--- src/rtl/adder_inverse_pkg.sv ---
// Shared constants and the per-stage payload for the chunked subtractor pipeline.
package adder_inverse_pkg;

  function automatic int ceil_div(input int num, input int den);
    return (num + den - 1) / den;
  endfunction

  localparam int ADDER_WIDTH      = 113;
  localparam int CHUNK_WIDTH      = 32;
  // Operands travel (W+1) bits wide: sum as-is, a zero-extended by one bit.
  localparam int OP_WIDTH         = ADDER_WIDTH + 1;
  localparam int NUM_CHUNKS       = ceil_div(OP_WIDTH, CHUNK_WIDTH);
  localparam int LAST_CHUNK_WIDTH = OP_WIDTH - (NUM_CHUNKS - 1) * CHUNK_WIDTH;

  typedef struct packed {
    logic                valid;
    logic                borrow;
    logic [OP_WIDTH-1:0] sum_rem;
    logic [OP_WIDTH-1:0] a_rem;
    logic [OP_WIDTH-1:0] res;
  } stage_t;

endpackage

--- src/rtl/sub_chunk_stage.sv ---
// One pipeline slice: subtracts its chunk of the operands with the incoming
// borrow, retires that operand chunk and registers the item under advance.
module sub_chunk_stage
  import adder_inverse_pkg::*;
#(
  parameter int WIDTH = CHUNK_WIDTH,
  parameter int LSB   = 0
) (
  input  logic   clk,
  input  logic   reset,
  input  logic   advance,
  input  stage_t d,
  output stage_t q
);

  logic [WIDTH:0] chunk_diff;
  stage_t         nxt;

  always_comb begin
    // NOTE: the whole struct gets a default before any field is patched, so no latch is inferred.
    nxt        = d;
    // The extra top bit of chunk_diff goes to 1 exactly when the slice goes negative.
    chunk_diff = {1'b0, d.sum_rem[LSB +: WIDTH]}
               - {1'b0, d.a_rem[LSB +: WIDTH]}
               - {{WIDTH{1'b0}}, d.borrow};
    nxt.sum_rem[LSB +: WIDTH] = '0;
    nxt.a_rem[LSB +: WIDTH]   = '0;
    nxt.res[LSB +: WIDTH]     = chunk_diff[WIDTH-1:0];
    nxt.borrow                = chunk_diff[WIDTH];
  end

  always_ff @(posedge clk) begin
    // NOTE: data fields are reset along with valid so a flushed pipe holds no stale operands.
    if (reset) begin
      q <= '0;
    end else if (advance) begin
      // NOTE: non-blocking assignment keeps every stage sampling the pre-edge value of its neighbour.
      q <= nxt;
    end
  end

endmodule

--- src/rtl/adder_inverse_pipe.sv ---
// Pipelined inverse adder: b = sum - a, one borrow-chain chunk per stage.
// Optional input register stage enabled by defining ADDER_INVERSE_INREG_EN.
module adder_inverse_pipe
  import adder_inverse_pkg::*;
(
  input  logic                   clk,
  input  logic                   reset,
  input  logic                   in_valid,
  output logic                   in_ready,
  input  logic [ADDER_WIDTH:0]   sum,
  input  logic [ADDER_WIDTH-1:0] a,
  output logic                   out_valid,
  input  logic                   out_ready,
  output logic [ADDER_WIDTH-1:0] b,
  output logic                   underflow,
  output logic                   overflow
);

  logic   advance;
  stage_t head;
  stage_t pipe [NUM_CHUNKS];

  // The whole pipe moves as one; bubbles are not squeezed out.
  assign advance  = out_ready | ~pipe[NUM_CHUNKS-1].valid;
  assign in_ready = advance;

`ifdef ADDER_INVERSE_INREG_EN
  logic                   in_valid_q;
  logic [ADDER_WIDTH:0]   sum_q;
  logic [ADDER_WIDTH-1:0] a_q;

  always_ff @(posedge clk) begin
    if (reset) begin
      in_valid_q <= 1'b0;
      sum_q      <= '0;
      a_q        <= '0;
    end else if (advance) begin
      in_valid_q <= in_valid;
      sum_q      <= sum;
      a_q        <= a;
    end
  end

  always_comb begin
    head         = '0;
    head.valid   = in_valid_q;
    head.sum_rem = sum_q;
    head.a_rem   = {1'b0, a_q};
  end
`else
  always_comb begin
    head         = '0;
    head.valid   = in_valid;
    head.sum_rem = sum;
    head.a_rem   = {1'b0, a};
  end
`endif

  for (genvar k = 0; k < NUM_CHUNKS; k++) begin : g_stage
    localparam int WIDTH = (k == NUM_CHUNKS - 1) ? LAST_CHUNK_WIDTH : CHUNK_WIDTH;
    stage_t stage_in;

    if (k == 0) begin : g_head
      assign stage_in = head;
    end else begin : g_chain
      assign stage_in = pipe[k-1];
    end

    sub_chunk_stage #(
      .WIDTH(WIDTH),
      .LSB  (k * CHUNK_WIDTH)
    ) u_stage (
      .clk    (clk),
      .reset  (reset),
      .advance(advance),
      .d      (stage_in),
      .q      (pipe[k])
    );
  end

  // Result bit W set without a final borrow means the difference needs W+1 bits.
  always_comb begin
    out_valid = pipe[NUM_CHUNKS-1].valid;
    b         = '0;
    underflow = 1'b0;
    overflow  = 1'b0;
    if (out_valid) begin
      b         = pipe[NUM_CHUNKS-1].res[ADDER_WIDTH-1:0];
      underflow = pipe[NUM_CHUNKS-1].borrow;
      overflow  = pipe[NUM_CHUNKS-1].res[ADDER_WIDTH] & ~pipe[NUM_CHUNKS-1].borrow;
    end
  end

endmodule

--- config.mk ---
export PLATFORM = sky130hd
export DESIGN_NAME = adder_inverse_pipe
export DESIGN_NICKNAME = d
export VERILOG_FILES = /design/src/rtl/adder_inverse_pkg.sv /design/src/rtl/sub_chunk_stage.sv /design/src/rtl/adder_inverse_pipe.sv
export SDC_FILE = /design/constraint.sdc
export NUM_CORES = 2
export LEC_CHECK = 0
export BUFFER_PORTS_ARGS = -buffer_cell sky130_fd_sc_hd__clkbuf_2
export CORE_UTILIZATION = 55
export DETAILED_ROUTE_END_ITERATION = 16
export PLACE_DENSITY = 0.76
export SKIP_CTS_REPAIR_TIMING = 1
export SYNTH_ARGS = -nofsm -noshare
export SYNTH_HDL_FRONTEND = slang
export SYNTH_SLANG_ARGS = --single-unit
export TNS_END_PERCENT = 1
--- constraint.sdc ---
create_clock -name clk -period 8.48 [get_ports clk]
set_input_delay 0.424 -clock clk [delete_from_list [all_inputs] [get_ports clk]]
set_output_delay 0.424 -clock clk [all_outputs]
set_load 0.1 [all_outputs]
* Word-level counts from Yosys, hierarchy flattened
Cells that the tools add are included.
Storage, ports and cells: output and inout bits 117, bits in registers 611, word-level logic and storage cells 32, input bits 231
Cells by class: muxes and demuxes 3, bitwise logic cells 4, $add $sub $neg 7
Operators by type and width (count):
- two-way mux 113 bit | 1
- subtractor 32 x 32 -> 33 bit | 3
- subtractor 33 x 1 -> 33 bit | 2
- subtractor 18 x 17 -> 19 bit | 1
- subtractor 19 x 1 -> 19 bit | 1
- two-way mux 1 bit | 2
- NOT 1 bit | 2
- AND 1 bit | 1
- bitwise OR 1 bit | 1

* Depth between registers and ports, before layout
word-level depth 3, mapped depth 13, depth with buffers taken out 13

* Cells and area by module
From an unflattened synthesis, not the netlist that was laid out.
Unflattened totals: cell total of the unflattened synthesis 5438, area, all modules 51526.9 um^2
Modules (own cells, without submodules):
- sub_chunk_stage (g_stage[0].u_stage) | seq. area each 5605.4 um^2, area an instance 12804.8 um^2, times used 1, cells each 1376
- sub_chunk_stage (g_stage[1].u_stage) | seq. area each 5605.4 um^2, area an instance 12786.0 um^2, times used 1, cells each 1348
- sub_chunk_stage (g_stage[2].u_stage) | seq. area each 5605.4 um^2, area an instance 12738.5 um^2, times used 1, cells each 1346
- sub_chunk_stage (g_stage[3].u_stage) | seq. area each 6165.9 um^2, area an instance 12374.4 um^2, times used 1, cells each 1239
- adder_inverse_pipe | seq. area each 0.0 um^2, area an instance 823.3 um^2, times used 1, cells each 129

* Worst setup path before layout
OpenSTA, ideal clock, no wires.
path type reg-to-reg, start register g_stage[0].u_stage.q[146] (netlist name), end register g_stage[1].u_stage.q[342] (netlist name), stages on the path, launching flop included 13, path slack 5230 ps, clock period less this slack 3250 ps, data required time 8356 ps, path buffers 0, setup time 124 ps, arrival 3126 ps, cells stage by stage dfxtp_1 > inv_1 > fa_1 > fa_1 > nand2b_4 > a2111oi_4 > nor2_1 > a211o_1 > a211o_1 > a221o_1 > a41oi_2 > xnor2_1 > o21ai_1
Between the ends: longest elaborated chain between the ends 2
RTL lines:
- start: declaration | RTL line sub_chunk_stage.sv:13 | output stage_t q
- start signal: assignment | RTL line sub_chunk_stage.sv:38 | q <= nxt;
- subtractor 32 x 32 -> 33 bit | RTL line sub_chunk_stage.sv:24 | - {1'b0, d.a_rem[LSB +: WIDTH]}
- subtractor 33 x 1 -> 33 bit | RTL line sub_chunk_stage.sv:25 | - {{WIDTH{1'b0}}, d.borrow};
- end signal: assignment | RTL line sub_chunk_stage.sv:38
- end: declaration | RTL line sub_chunk_stage.sv:13
No other way between the ends. A chain may end at the register's enable or synchronous reset.

* Worst setup path in the final report
start register g_stage[3].u_stage.q[343] (netlist name), end output port in_ready
Between the ends: longest elaborated chain between the ends 2
RTL lines:
- start: declaration | RTL line sub_chunk_stage.sv:13
- start signal: assignment | RTL line sub_chunk_stage.sv:38
- NOT 1 bit | RTL line adder_inverse_pipe.sv:24 | assign advance = out_ready | ~pipe[NUM_CHUNKS-1].valid;
- bitwise OR 1 bit | RTL line adder_inverse_pipe.sv:24
- end: declaration | RTL line adder_inverse_pipe.sv:9 | output logic in_ready,
No other way between the ends.

==> summary.md <==
| Metric | Value |
|---|---|
| Status | `finished clean` |
| RePlAce Congestion | `0.888` |
| Drt wl/cell | `14.1 um` |
| Post-synthesis adder-cell area fraction | `8.76%` |
| Worst-Margin Slew | `1.21 ns` |
| Met2 WL | `roughly 30000 um` |
| Distinct cell type count after synthesis | `64` |
| Yosys reg bits | `611` |
| M1 WL | `31400 um` |
| Max Used Layer | `met4` |
| Post-synth EDFFs | `0` |
| P_sw | `between 1.5 and 2 mW` |
| Slew headroom | `between 10% and 20%` |
| Worst setup path class | `reg2out` |
| Antenna viol nets, final | `0` |
| TritonRoute pass-1 iters | `6` |
| Fmax | `239 MHz` |
| Layout cells sized above 1 | `12.0%` |
| Core box area | `0.0513 mm^2` |
| Comb power frac | `16.3%` |
| Req. time, crit path | `slightly above 8 ns` |
| Max-slew violation count | `0` |
| Global route overflow | `0` |
| Met3 WL | `approximately 3400 um` |
| Period utilization | `49.3%` |
| Internal Power | `5.31 mW` |
| Commonest non-fill, non-tap cell in the layout | `nand2_1` |
| I/O Buffers | `347` |
| Yosys top cell area share | `42.8%` |
| Most frequent cells in the layout | `1161 x nand2_1, 622 x a21oi_1, 610 x dfxtp_1, 346 x clkbuf_2, 293 x inv_1` |
| Max clock buf depth | `3` |
| Final std cells w/o fill | `about 4700` |
| RSZ-0062 raised after global routing | `no` |
| Number of diodes | `0` |
| Peak VDD IR | `0.000151 V` |
| Clock root cell | `clkbuf_16` |
| Drt drc | `0` |
| Crit start category | `flop` |
| Largest area contributor in the netlist | `dfxtp_1` |
| Top cells by area, synth | `dfxtp_1 43%, nand2_1 15%, a21oi_1 11%` |
| Largest family of logic cells by synthesized area | `simple AND/OR/NAND/NOR gates` |
| CP arrival | `3.76 ns` |
| Leakage | `~15 nW` |
| Area of the multi-input gates | `0.0145 mm^2` |
| Total track usage | `24.5%` |
| Die Y | `230 um` |
| Num CTS Buffers | `60` |
| # H-tree levels | `2` |
| Pwr/cell area | `222 mW/mm^2` |
| Finished Core Util | `63.6%` |
| Fin. Hold Viols | `0` |
| Placed cells | `4603` |
| Setup TNS | `0 ns` |
| Top Ports | `348` |
| Initial Utilization | `around 56%` |
| Clk_skew | `0.0150 ns` |
| CTS tree | `yes` |
| Final wirelength | `around 67000 um` |
| Register share of total power | `45.1%` |
| Largest net degree at the start of global routing | `244` |
| Post-synthesis mux area share | `0.0700%` |
| Layout fillers | `~4700` |
| PnR Total Power | `7.25 mW` |
| Initial antenna violation count | `0` |
| Syn Inst Count | `3779` |
| Final setup margin | `~4.3 ns` |
| Worst-Skew Late Latency | `0.62 ns` |
| Synth Area in Simple Gates | `21.2%` |
| Synth Area in Compound Gates | `17.6%` |
| CP endpoint kind | `output pin` |
| Max reg flops | `611` |
| Die area | `0.0529 mm^2` |
| Vias in the first global route | `22200` |
| Ys flop type | `dfxtp_1` |
| Crit path max fanout | `188` |
| Clk slew on worst S/H paths | `0.07 ns` |
| Final Setup Violations | `0` |
| Routed vias/inst | `5.19` |
| Syn avg cell area | `7.57 um^2` |
| # rows | `between 80 and 90` |
| Layout area overhead | `14.1%` |
| Reg area | `0.0122 mm^2` |
| Xor and xnor area share after synthesis | `under 10%` |
| DR vias | `roughly 24000` |
| Clock Sink Count | `611` |
| Synthesized cell area | `0.0286 mm^2` |
| Sequential element share of the synthesized area | `between 40% and 50%` |
| DR iter-0 viols | `1659` |
| Biggest regs | `g_stage.u_stage.q (611)` |
| Die width | `roughly 230 um` |
| Min-Delay Path Class | `in2reg` |
| Max-cap viol count | `0` |
| Clock share of power | `just under 40%` |
| First-pass GRT wire length | `109000 um` |
| FFs w/ async S/R, synth | `0%` |
| Final HPWL DP | `44300 um` |
| Final nets | `4412` |
| Min Tclk post-route | `around 4.2 ns` |
| Pre-CTS WS | `4.73 ns` |
| Warnings from Yosys | `0` |
| Syn_nets | `4206` |
| Biggest register | `g_stage.u_stage.q` |
| Sw Share | `26.7%` |
final timing paths:
check / from / to / slack (ns) / cells after the start
min: sum[104] / g_stage[0].u_stage.q[332] / 0.02 / 3
max reg2reg: g_stage[3].u_stage.q[343] / g_stage[2].u_stage.q[342] / 4.68 / 6
max: g_stage[3].u_stage.q[343] / in_ready / 4.30 / 4
min reg2reg: g_stage[3].u_stage.q[90] / g_stage[3].u_stage.q[90] / 0.44 / 2
worst max-delay path: stages, from the launching register on:
cell and delay (ns):
dfxtp_4 0.66, nor2b_4 0.30, inv_8 0.68, buf_4 0.77, clkbuf_2 0.58
cell usage after synthesis (all sizes together), types with 12 or more instances:
cell type / instances
clkbuf: 215
and2: 118
a21o: 49
and3: 12
nand3: 16
nor3: 19
nand2: 1161
xor2: 46
o21ai: 95
nand2b: 17
xnor2: 48
inv: 294
ha: 189
nor2: 81
a21oi: 622
a211oi: 24
dfxtp: 611
kinds of logic after synthesis:
family | Yosys count
AO/OA/AOI/OAI | 896
AND/OR/NAND/NOR | 1468
flip-flops | 611
adder cells (fa/ha/maj) | 196
multiplexers | 2
buffers and inverters | 512
XOR/XNOR | 94
metrics by stage:
| step | hold WS, ns | instance area (um^2) |
|---|---|---|
| after floorplan | 0.417 | 28600 |
| after global placement | 0.431 | 30500 |
| after detailed placement | 0.440 | 30500 |
| after CTS | -0.0131 | 32600 |
| after global routing | 0.00490 | 32600 |
| final | 0.0241 | 32600 |
metal layers:
layer  vias to the layer above  global-route usage, %
met5                         -                      0
met4                         0                   8.11
met3                       118                   3.44
met2                       604                   38.7
met1                     11100                   34.4
li1                      12700                      -
area by class of cell:
class	count	area share, %
Multi-Input combinational cell	2656	44.3
Sequential cell	611	37.5
Timing Repair Buffer	362	5.77
Clock buffer	85	5.38
Inverter	294	3.40
Tap cell	680	2.61
Clock inverter	24	1.02
power groups by stage:
stage	clock, mW	combinational [mW]	sequential, mW
after floorplan	0	0.908	3.28
after global placement	0	1.15	3.33
after detailed placement	0	1.17	3.33
after CTS	2.85	1.18	3.27
after global routing	2.97	1.34	3.30
final	2.80	1.18	3.27
(Power assumes the default switching activity.)
